File: config.mk
export PLATFORM = sky130hd
export DESIGN_NAME = seg7_scan_ctrl
export DESIGN_NICKNAME = d
export VERILOG_FILES = /design/src/rtl/seg7_pkg.sv /design/src/rtl/seg7_lut.sv /design/src/rtl/seg7_scan_ctrl.sv
export SDC_FILE = /design/constraint.sdc
export NUM_CORES = 1
export LEC_CHECK = 0
export ABC_AREA = 1
export CORE_MARGIN = 1
export CORE_UTILIZATION = 51
export DETAILED_ROUTE_END_ITERATION = 10
export MAX_ROUTING_LAYER = met4
export PLACE_DENSITY = 0.8
export SKIP_CTS_REPAIR_TIMING = 1
export SYNTH_ARGS = -nofsm -noshare
export SYNTH_HDL_FRONTEND = slang
export SYNTH_HIERARCHICAL = 1
export SYNTH_SLANG_ARGS = --single-unit
File: constraint.sdc
create_clock -name CLK -period 4.5 [get_ports CLK]
set_clock_uncertainty 0.15 [all_clocks]
set_input_delay 0.675 -clock CLK [delete_from_list [all_inputs] [get_ports CLK]]
set_output_delay 0.675 -clock CLK [all_outputs]
set_load 0.005 [all_outputs]
File: src/rtl/seg7_pkg.sv
// Shared constants for the 7-segment scan controller: segment patterns and FSM states.
// Latency: none (declarations only).
// Backpressure: none (declarations only).
package seg7_pkg;

  // Segment patterns, bit order {dp,g,f,e,d,c,b,a}, active-low, dp off
  localparam logic [7:0] SEG_0    = 8'hC0;
  localparam logic [7:0] SEG_1    = 8'hF9;
  localparam logic [7:0] SEG_2    = 8'hA4;
  localparam logic [7:0] SEG_3    = 8'hB0;
  localparam logic [7:0] SEG_4    = 8'h99;
  localparam logic [7:0] SEG_5    = 8'h92;
  localparam logic [7:0] SEG_6    = 8'h82;
  localparam logic [7:0] SEG_7    = 8'hF8;
  localparam logic [7:0] SEG_8    = 8'h80;
  localparam logic [7:0] SEG_9    = 8'h90;
  localparam logic [7:0] SEG_DASH = 8'hBF;
  localparam logic [7:0] SEG_OFF  = 8'hFF;

  // Scan FSM: all anodes off (BLANK) or one digit lit (DRIVE)
  typedef enum logic {
    ST_BLANK = 1'b0,
    ST_DRIVE = 1'b1
  } state_t;

endpackage

File: src/rtl/seg7_lut.sv
// BCD digit decoder: 4-bit code + dp + blank -> active-low {dp,g,f,e,d,c,b,a}.
// Latency: combinational.
// Backpressure: none.
module seg7_lut
  import seg7_pkg::*;
(
  input  logic [3:0] bcd,
  input  logic       dp,
  input  logic       blank,
  output logic [7:0] seg
);

  logic [7:0] pat;

  // Pattern lookup; codes 10-15 show a dash, blank clears a-g, dp is independent of blank
  always_comb begin
    pat = SEG_DASH;
    case (bcd)
      4'd0:    pat = SEG_0;
      4'd1:    pat = SEG_1;
      4'd2:    pat = SEG_2;
      4'd3:    pat = SEG_3;
      4'd4:    pat = SEG_4;
      4'd5:    pat = SEG_5;
      4'd6:    pat = SEG_6;
      4'd7:    pat = SEG_7;
      4'd8:    pat = SEG_8;
      4'd9:    pat = SEG_9;
      default: pat = SEG_DASH;
    endcase
    seg = blank ? SEG_OFF : pat;
    if (dp) begin
      seg[7] = 1'b0;
    end
  end

endmodule

File: src/rtl/seg7_scan_ctrl.sv
// Multiplexed scan controller for an N-digit common-anode display with a double-buffered BCD word.
// Latency: a loaded word first shows in digit 0 of the frame after the next FRAME pulse; AN/SEG registered.
// Backpressure: READY drops once a word is pending; LOAD is ignored until the pending word moves to active.
module seg7_scan_ctrl
  import seg7_pkg::*;
#(
  parameter int N_DIGITS    = 4,
  parameter int DIGIT_CYC   = 50000,
  parameter int BLANK_CYC   = 16,
  parameter int LZ_SUPPRESS = 1
) (
  input  logic                    CLK,
  input  logic                    RST,
  input  logic                    LOAD,
  input  logic [4*N_DIGITS-1:0]   DATA_IN,
  input  logic [N_DIGITS-1:0]     DP_IN,
  output logic                    READY,
  output logic [N_DIGITS-1:0]     AN,
  output logic [7:0]              SEG,
  output logic                    FRAME
);

  localparam int MAX_CYC = (DIGIT_CYC > BLANK_CYC) ? DIGIT_CYC : BLANK_CYC;
  localparam int CW      = (MAX_CYC > 1) ? $clog2(MAX_CYC) : 1;
  localparam int IW      = $clog2(N_DIGITS);

  localparam logic [CW-1:0] BLANK_LAST = CW'(BLANK_CYC - 1);
  localparam logic [CW-1:0] DIG_LAST   = CW'(DIGIT_CYC - 1);
  localparam logic [IW-1:0] IDX_LAST   = IW'(N_DIGITS - 1);

  state_t                  state;
  logic [CW-1:0]           cnt;
  logic [IW-1:0]           idx;
  logic [4*N_DIGITS-1:0]   act_dat;
  logic [N_DIGITS-1:0]     act_dp;
  logic [4*N_DIGITS-1:0]   pend_dat;
  logic [N_DIGITS-1:0]     pend_dp;

  logic                    take_pend;
  logic [4*N_DIGITS-1:0]   view_dat;
  logic [N_DIGITS-1:0]     view_dp;
  logic [3:0]              cur_bcd;
  logic                    cur_dp;
  logic                    upper_nz;
  logic                    lz_blank;
  logic [N_DIGITS-1:0]     an_drive;
  logic [7:0]              lut_seg;

  // The word being decoded: on the FRAME cycle a full pending buffer is about to become active,
  // so look through to it in case DRIVE starts on that same edge (BLANK_CYC=1)
  always_comb begin
    take_pend = FRAME && !READY;
    view_dat  = take_pend ? pend_dat : act_dat;
    view_dp   = take_pend ? pend_dp  : act_dp;
  end

  // Select the current digit, its anode pattern and whether it and all higher digits are zero
  always_comb begin
    cur_bcd  = 4'd0;
    cur_dp   = 1'b0;
    upper_nz = 1'b0;
    an_drive = '1;
    for (int i = 0; i < N_DIGITS; i++) begin
      if (IW'(i) == idx) begin
        cur_bcd     = view_dat[4*i +: 4];
        cur_dp      = view_dp[i];
        an_drive[i] = 1'b0;
      end
      if ((IW'(i) >= idx) && (view_dat[4*i +: 4] != 4'd0)) begin
        upper_nz = 1'b1;
      end
    end
    lz_blank = (LZ_SUPPRESS != 0) && (idx != '0) && !upper_nz;
  end

  seg7_lut u_lut (
    .bcd   (cur_bcd),
    .dp    (cur_dp),
    .blank (lz_blank),
    .seg   (lut_seg)
  );

  // Scan FSM, buffer handshake and registered pin outputs
  always_ff @(posedge CLK or negedge RST) begin
    if (!RST) begin
      state    <= ST_BLANK;
      cnt      <= '0;
      idx      <= '0;
      act_dat  <= '0;
      act_dp   <= '0;
      pend_dat <= '0;
      pend_dp  <= '0;
      READY    <= 1'b1;
      AN       <= '1;
      SEG      <= SEG_OFF;
      FRAME    <= 1'b0;
    end else begin
      FRAME <= 1'b0;

      // Transfer wins on the FRAME cycle; a LOAD there only lands if pending was empty
      if (take_pend) begin
        act_dat <= pend_dat;
        act_dp  <= pend_dp;
        READY   <= 1'b1;
      end else if (LOAD && READY) begin
        pend_dat <= DATA_IN;
        pend_dp  <= DP_IN;
        READY    <= 1'b0;
      end

      case (state)
        ST_BLANK: begin
          if (cnt == BLANK_LAST) begin
            state <= ST_DRIVE;
            cnt   <= '0;
            AN    <= an_drive;
            SEG   <= lut_seg;
          end else begin
            cnt <= cnt + CW'(1);
          end
        end
        ST_DRIVE: begin
          if (cnt == DIG_LAST) begin
            state <= ST_BLANK;
            cnt   <= '0;
            AN    <= '1;
            SEG   <= SEG_OFF;
            if (idx == IDX_LAST) begin
              idx   <= '0;
              FRAME <= 1'b1;
            end else begin
              idx <= idx + IW'(1);
            end
          end else begin
            cnt <= cnt + CW'(1);
          end
        end
      endcase
    end
  end

endmodule
* After elaboration in Yosys (flattened, before gate mapping) *
Memories as Yosys holds them, arrays and structs flattened.
Cells that the tools add are included.

word-level totals
  input bits = 23
  memories kept = 1
  flip-flop bits (word level) = 73
  bits in read-only memories = 112
  output and inout bits = 14

memory list
  name              depth  width  rd ports  clocked after Yosys merged registers in  wr ports  line            source
  (name not given)  16     7      1         0                                        0         seg7_lut.sv:18  case (bcd)

cells by class
  add/subtract/negate cells = 2
  bitwise operators = 2
  multiplexer cells = 38
  reductions and logical operators = 19
  $lt $le $gt $ge = 4
  eq/ne operators = 8

operators with widths
  cell                                                                  number
  16-bit two-way mux                                                    3
  16-bit case mux with 2 select lines                                   1
  4-bit two-way mux                                                     7
  8-bit two-way mux                                                     3
  1-bit two-way mux                                                     20
  16-bit by 1-bit adder with 16-bit output, second input constant       1
  16-bit == test, second input constant                                 1
  16-bit by 4-bit == test with 1-bit output, second input constant      1
  8-bit case mux with 2 select lines                                    1
  4-bit nonzero test                                                    4
  4-bit case mux with 2 select lines                                    1
  1-bit logical AND                                                     7
  2-bit AND reduction                                                   3
  2-bit == test, first input constant                                   2
  1-bit by 2-bit >= comparator with 1-bit output, first input constant  2
  2-bit >= comparator, first input constant                             2
  2-bit nonzero test                                                    2
  2-bit by 1-bit adder with 2-bit output, second input constant         1
  1-bit by 2-bit == test with 1-bit output, first input constant        1
  2-bit == test, second input constant                                  1
  1-bit zero test                                                       2
  2-bit zero test                                                       1
  2-bit two-way mux                                                     1
  2-bit by 1-bit != test with 1-bit output, second input constant       1
  3 further kinds                                                       4

* Longest topological paths before layout *
Gate-level depths: netlist of run 1.

  word-level depth = 15
  gate-level depth with buffers = 18
  gate-level depth less buffers = 17

* By module *
Netlist of run 1, hierarchy kept.

modules (own cells, without submodules)
  module          area each (sq um)  cells an instance  sequential area each (sq um)  times used
  seg7_scan_ctrl  3,659.8            446                1,843.0                       1
  seg7_lut        200.2              38                 0.0                           1

* Worst setup path before layout of run 1 *
Ideal clock, no wire load.

  path type = reg2reg
  from = register idx[1]
  to = register SEG[3]
  slack = 1.875 ns
  library setup time = 0.076 ns
  stages on the path, launching flop included = 17
  data arrival time = 2.399 ns
  period minus slack after synthesis = 2.625 ns
  buffers on the path = 1
  path through = dfrtp_1 inv_1 ha_1 clkbuf_1 nor2_1 nand3_1 nand2_1 nand2_1 a21oi_1 inv_1 ha_1 nand2_1 nand3_1 nand2_1 or2_2 nand2_1 nand2_1

RTL lines
  item                                    line                   source
  start: declaration                      seg7_scan_ctrl.sv:33   logic [IW-1:0] idx;
  start signal: assignment                seg7_scan_ctrl.sv:132  idx <= idx + IW'(1);
  2-bit zero test                         seg7_scan_ctrl.sv:64   if (IW'(i) == idx) begin
  4-bit two-way mux (3 in a row)          seg7_scan_ctrl.sv:64
  4-bit two-way mux (*)                   seg7_scan_ctrl.sv:64
  net cur_bcd[1]                          seg7_scan_ctrl.sv:42   logic [3:0] cur_bcd;
  memory read 16 x 7 bit (*)              n/a
  8-bit two-way mux (*)                   seg7_lut.sv:31         seg = blank ? SEG_OFF : pat;
  net lut_seg[3]                          seg7_scan_ctrl.sv:47   logic [7:0] lut_seg;
  8-bit two-way mux (*)                   seg7_scan_ctrl.sv:113  if (cnt == BLANK_LAST) begin
  8-bit case mux with 2 select lines (*)  seg7_scan_ctrl.sv:111  case (state)
  end signal: assignment                  seg7_scan_ctrl.sv:117  SEG <= lut_seg;
  end: declaration                        seg7_scan_ctrl.sv:19   output logic [7:0] SEG,

The timed path passes the listed nets; every way through them passes the cells marked *. The select of a mux whose other input is x is not followed.
A chain may end at the register's enable or synchronous reset.

* Final worst setup path of run 1 *
  from = register READY
  to = register SEG[3]

RTL lines
  item                                line                   source
  start: declaration                  seg7_scan_ctrl.sv:17   output logic READY,
  start signal: assignment            seg7_scan_ctrl.sv:93   READY <= 1'b1;
  start signal: assignment            seg7_scan_ctrl.sv:104  READY <= 1'b1;
  start signal: assignment            seg7_scan_ctrl.sv:108  READY <= 1'b0;
  1-bit zero test                     seg7_scan_ctrl.sv:52   take_pend = FRAME && !READY;
  1-bit logical AND                   seg7_scan_ctrl.sv:52
  16-bit two-way mux                  n/a
  net view_dat[5]                     seg7_scan_ctrl.sv:40   logic [4*N_DIGITS-1:0] view_dat;
  4-bit two-way mux (3 in a row)      seg7_scan_ctrl.sv:64
  net cur_bcd[1]                      seg7_scan_ctrl.sv:42
  memory read 16 x 7 bit              n/a
  8-bit two-way mux                   seg7_lut.sv:31
  net lut_seg[3]                      seg7_scan_ctrl.sv:47
  8-bit two-way mux                   seg7_scan_ctrl.sv:113
  8-bit case mux with 2 select lines  seg7_scan_ctrl.sv:111

The timed path passes the listed nets, and every way through them passes these cells. The select of a mux whose other input is x is not followed.

==> impl_metrics.json, run 1 <==
{
  "status": "completed",
  "die_w_um": 89.0,
  "hold_viol_final": 0,
  "antenna_found_initial": 0,
  "reg2reg_slack_ns": 1.16,
  "drive_above_1_share_pct": 12.2,
  "path_clk_slew_ns": 0.08,
  "vdd_drop_max_mv": 0.153,
  "synth_area_leader_cell": "dfrtp_1",
  "finalHoldWorstSlack_ns": 0.308,
  "max_freq_mhz": 299,
  "r2r_cells": 16,
  "grt_overflow_total": 0,
  "gr-usage-met2_pct": 38.0,
  "netlist_area_um2": 3860,
  "dr.pass1.iters": 5,
  "max_cap_violations": 0,
  "setup_viol": 0,
  "drt_first_iter_violations": 238,
  "yosysSeqAreaShare_pct": 47.7,
  "antennaDiodeCount": 0,
  "grtUsageMet1_pct": 29.7,
  "routed_wl_mm": 8.02,
  "p_leak_nw": 2.29,
  "gp_congestion": 0.898,
  "numCtsBuffers": 9,
  "fin_setup_tns_ns": 0,
  "holdCritPathClass": "flip-flop to flip-flop",
  "io_buffers": 36,
  "syn_area_per_cell_um2": 7.98,
  "synthCells": 484,
  "instances_no_fill": 623,
  "postSynthRegisterBits": 73,
  "htreeDepth": 3,
  "grt.total_usage_pct": 23.7,
  "synthDistinctLibCells": 33,
  "layout_commonest_cell": "nand2_1",
  "grt_pass1_vias": 3122,
  "rsz0062_at_grt": "false",
  "cp_max_fo": 29,
  "start_util_pct": 52.9,
  "nets": 553,
  "final_antenna_net_count": 0,
  "worstPathArrival_ns": 3.48,
  "dieArea_um2": 7920,
  "use_met3_pct": 4.34,
  "synth.area.top_cells": "dfrtp_1, nand2_1, dfstp_2",
  "clk_path_buf_depth": 2,
  "yosysWarnings": 6,
  "cts_sinks": 73,
  "worstSetupStartpointType": "flip-flop",
  "slew_headroom_pct": 31.2,
  "grt_pass1_wl_mm": 13.9,
  "critPathRequiredTime_ns": 4.64,
  "layout_setup_ws_ns": 1.16,
  "regToRegStartpoint": "READY",
  "timing.critical_path.to_type": "flip-flop",
  "viasPerCell": 5.03,
  "r2r-end": "SEG[3]",
  "grt_start_max_net_pins": 45,
  "busiest_layer": "met2",
  "worst_slew_pin_slew_ns": 1.03,
  "synth_top_area_share_pct": 38.9,
  "vias": 3135,
  "min_period_over_period_pct": 74.2,
  "fp.dieH_um": 89.0,
  "core_area_um2": 7290,
  "syn-num-nets": 518,
  "hold_depth": 1,
  "mostFrequentLayoutCells": "nand2_1, inv_1, dfrtp_1",
  "post-route-util_pct": 61.6,
  "path_class": "flip-flop to flip-flop",
  "drcViolationCount": 0,
  "powerDensity_nw_per_um2": 306,
  "min_to": "cnt[0]",
  "pre_cts_ws_ns": 1.21,
  "ios": 37,
  "wl_per_cell_um": 12.9,
  "cts_tree": "built",
  "detailed_place_hpwl_mm": 5.61,
  "min_from": "cnt[0]",
  "min_period_ns": 3.34,
  "clockRootBuffer": "clkbuf_8",
  "area_growth_syn_to_layout_pct": 16.3,
  "place_inst": 607,
  "slew_violations": 0,
  "row_count": 31,
  "clk_latency_ns": 0.35
}
-- cell usage after synthesis, drive strengths merged --
cell type	number
nand2	141
nor2	56
dfrtp	60
o211ai	1
clkbuf	4
ha	11
dfstp	13
or2	10
inv	67
o21bai	1
buf	9
a21oi	19
and2	7
mux2	8
nand3	51
o21ai	14
xor2	8
nand4	4
-- routing by layer --
metal	part of all wire, %	wire length [um]
met5	0	0
met1	46	3690
met3	4.2	334
met2	47	3790
met4	2.6	208
-- critical path: stages (launching register included) --
cell and delay [ns]:
dfstp_2 0.56, inv_2 0.08, nand2_1 0.66, nand2_1 0.12
nand2_1 0.14, nand2_1 0.07, nand2_1 0.07, nand2_1 0.06
a21oi_1 0.29, inv_1 0.17, ha_1 0.31, nand2_1 0.06
nand3_1 0.11, nand2_1 0.05, or2_2 0.27, nand2_1 0.07
nand2_1 0.05
-- power breakdown --
part	internal (W)	total, W	switching, W
logic	0.0000280	0.0000554	0.0000275
registers	0.000677	0.000685	0.00000856
clock network	0.000372	0.000632	0.000260
total	0.00108	0.00137	0.000296
-- logic make-up (layout without fill, tap and decap cells) --
kind of cell	after synthesis	count (layout)	share of synthesized area, %
AOI/OAI and AO/OA	35	35	4.86
xor gates and xnor gates	8	8	1.82
adders and majority gates	11	11	3.57
buffers and inverters	80	120	9.11
DFF	73	73	47.7
muxes	8	8	2.33
and+or+nand+nor	269	269	30.6
-- through the flow --
step	power, W	area (um^2)
final	0.00137	4490
after global routing	0.00141	4490
after CTS	0.00138	4490
after detailed placement	0.000755	4250
after global placement	0.000752	4250
after floorplan	0.000715	3860
-- layout make-up --
type,count,area [um^2]
fill,659,2800
sequential,73,1840
multi-input combinational,331,1670
timing repair buffer,37,363
inverter,67,251
clock buffer,10,128
tap,99,124
clock inverter,6,115
-- state kept, by name, indices dropped and copies added (netlist names), 2 cells and up --
| name | count |
|---|---|
| AN | 4 |
| SEG | 8 |
| act_dat | 16 |
| act_dp | 4 |
| cnt | 16 |
| idx | 2 |
| pend_dat | 16 |
| pend_dp | 4 |
-- how the worst max path moves through the flow --
stage | start | endpoint | cells after the start | slack, ns
after floorplan | idx[1] | SEG[3] | 16 | 1.88
after global placement | READY | SEG[3] | 16 | 1.43
after detailed placement | READY | SEG[3] | 16 | 1.21
after CTS | READY | SEG[3] | 16 | 1.15
after global routing | READY | SEG[3] | 16 | 0.74
final | READY | SEG[3] | 16 | 1.16
(Power assumes the default switching activity.)
==> run 2: changes to the inputs <==
==> constraint.sdc (replaced) <==
create_clock -name CLK -period 3.45 [get_ports CLK]
set_clock_uncertainty 0.15 [all_clocks]
set_input_delay 0.5175 -clock CLK [delete_from_list [all_inputs] [get_ports CLK]]
set_output_delay 0.5175 -clock CLK [all_outputs]
set_load 0.005 [all_outputs]
==> run 2 against run 1 <==
- global-route usage about the same
- cell area rose by 0.84%
- setup slack lost 0.70 ns
- via count shrank 0.13%
- critical path type unchanged
- critical endpoint unchanged
==> impl_metrics.json, run 2 (synthesis gave the netlist of run 1 again) <==
{
  "grt_overflow_total": 0,
  "final_antenna_net_count": 0,
  "powerDensity_nw_per_um2": 394,
  "layout_commonest_cell": "nand2_1",
  "cts_sinks": 73,
  "io_buffers": 36,
  "pre_cts_ws_ns": 0.518,
  "slew_violations": 0,
  "setup_viol": 0,
  "mostFrequentLayoutCells": "nand2_1, inv_1, dfrtp_1",
  "grt_start_max_net_pins": 47,
  "fin_setup_tns_ns": 0,
  "clk_latency_ns": 0.36,
  "ios": 37,
  "hold_viol_final": 0,
  "reg_top3": "act_dat x16, cnt x16, pend_dat x16",
  "antennaDiodeCount": 0,
  "timing.critical_path.to_type": "flip-flop",
  "drt_first_iter_violations": 190,
  "p_seq_share_pct": 50.1,
  "clk_path_buf_depth": 2,
  "r2r-end": "SEG[3]",
  "detailed_place_hpwl_mm": 5.85,
  "drive_above_1_share_pct": 13.2,
  "nets": 558,
  "path_class": "flip-flop to flip-flop",
  "holdCritPathClass": "input port to asynchronous set/reset pin",
  "core_area_um2": 7290,
  "critPathRequiredTime_ns": 3.59,
  "reg2reg_slack_ns": 0.46,
  "place_inst": 612,
  "grt.total_usage_pct": 23.7,
  "viasPerCell": 4.99,
  "rsz0062_at_grt": "false",
  "max_cap_violations": 0,
  "status": "completed",
  "p_comb_share_pct": 4.1,
  "antenna_found_initial": 0,
  "vdd_drop_max_mv": 0.356,
  "p_leak_nw": 2.31,
  "instances_no_fill": 628,
  "dieArea_um2": 7920,
  "regToRegStartpoint": "FRAME",
  "r2r_cells": 15,
  "numCtsBuffers": 9,
  "min_period_over_period_pct": 86.5,
  "dr.pass1.iters": 5,
  "worst_slew_pin_slew_ns": 1.03,
  "switchingPower_w": 0.000383,
  "worstSetupStartpointType": "flip-flop",
  "cts_tree": "built",
  "max_freq_mhz": 335,
  "clockRootBuffer": "clkbuf_8",
  "finalHoldWorstSlack_ns": 0.182,
  "cp_max_fo": 12,
  "area_growth_syn_to_layout_pct": 17.3,
  "grt_pass1_vias": 3112,
  "drcViolationCount": 0,
  "worstPathArrival_ns": 3.13,
  "vias": 3131,
  "path_clk_slew_ns": 0.08,
  "fp.dieH_um": 89.0,
  "gp_congestion": 0.925,
  "power.share.clock_pct": 45.7,
  "grt_pass1_wl_mm": 13.8,
  "internal-power_w": 0.00140,
  "start_util_pct": 52.9,
  "min_period_ns": 2.99,
  "die_w_um": 89.0,
  "htreeDepth": 3,
  "switching_share_pct": 21.5,
  "row_count": 31,
  "routed_wl_mm": 8.02,
  "wl_per_cell_um": 12.8,
  "slew_headroom_pct": 31.3,
  "layout_setup_ws_ns": 0.464
}
-- run 2: changes by cell type in the layout (fill, tap and decap cells not counted) --
cell        change
buf_4           +5
clkinv_2        +1
inv_6           -1
clkinvlp_4      +1
clkbuf_1        -1
-- run 2: cell type report --
class / count / area [um^2]
fill: 644 / 2770
sequential: 73 / 1840
multi-input combinational: 331 / 1670
timing repair buffer: 42 / 400
inverter: 67 / 251
clock buffer: 9 / 124
tap: 99 / 124
clock inverter: 7 / 119
-- run 2: layer usage --
layer | up-vias | wire length (um) | track usage (%)
met5 | - | 0 | -
met4 | 0 | 126 | 7.79
met3 | 14 | 431 | 6.00
met2 | 91 | 3870 | 39.2
met1 | 1454 | 3590 | 28.6
li1 | 1572 | - | -
-- run 2: how the worst max path moves through the flow --
stage                start      to  slack, ns  cells after the start
floorplan           idx[1]  SEG[3]       0.83                     16
global placement     FRAME  SEG[3]       0.62                     15
detailed placement   FRAME  SEG[3]       0.52                     15
CTS                  FRAME  SEG[3]       0.48                     15
global route         FRAME  SEG[3]       0.18                     15
finish               FRAME  SEG[3]       0.46                     15
-- run 2: power groups by stage --
stage / registers, W / clock network (W) / logic (W)
after CTS: 0.000894 / 0.000833 / 0.0000758
after global placement: 0.000909 / 0 / 0.0000729
final: 0.000894 / 0.000815 / 0.0000740
after detailed placement: 0.000911 / 0 / 0.0000757
after floorplan: 0.000906 / 0 / 0.0000257
after global routing: 0.000897 / 0.000868 / 0.0000840
-- run 2: critical path, cell delays in order, from the launching register on --
cell and delay [ns]:
dfrtp_1 0.50, nand2_1 0.31, buf_4 0.28, nand2_1 0.09
nand3_1 0.08, nand2_1 0.08, nand2_1 0.05, a21oi_1 0.29
inv_1 0.16, ha_1 0.31, nand2_1 0.07, nand3_1 0.12
nand2_1 0.05, or2_2 0.27, nand2_1 0.07, nand2_1 0.05
-- run 2: stage by stage --
step	power, W	util, %	cell area (um^2)
final	0.00178	62.1	4530
after global routing	0.00185	62.1	4530
after CTS	0.00180	62.1	4530
after detailed placement	0.000986	58.8	4280
after global placement	0.000982	58.8	4280
after floorplan	0.000932	-	3860
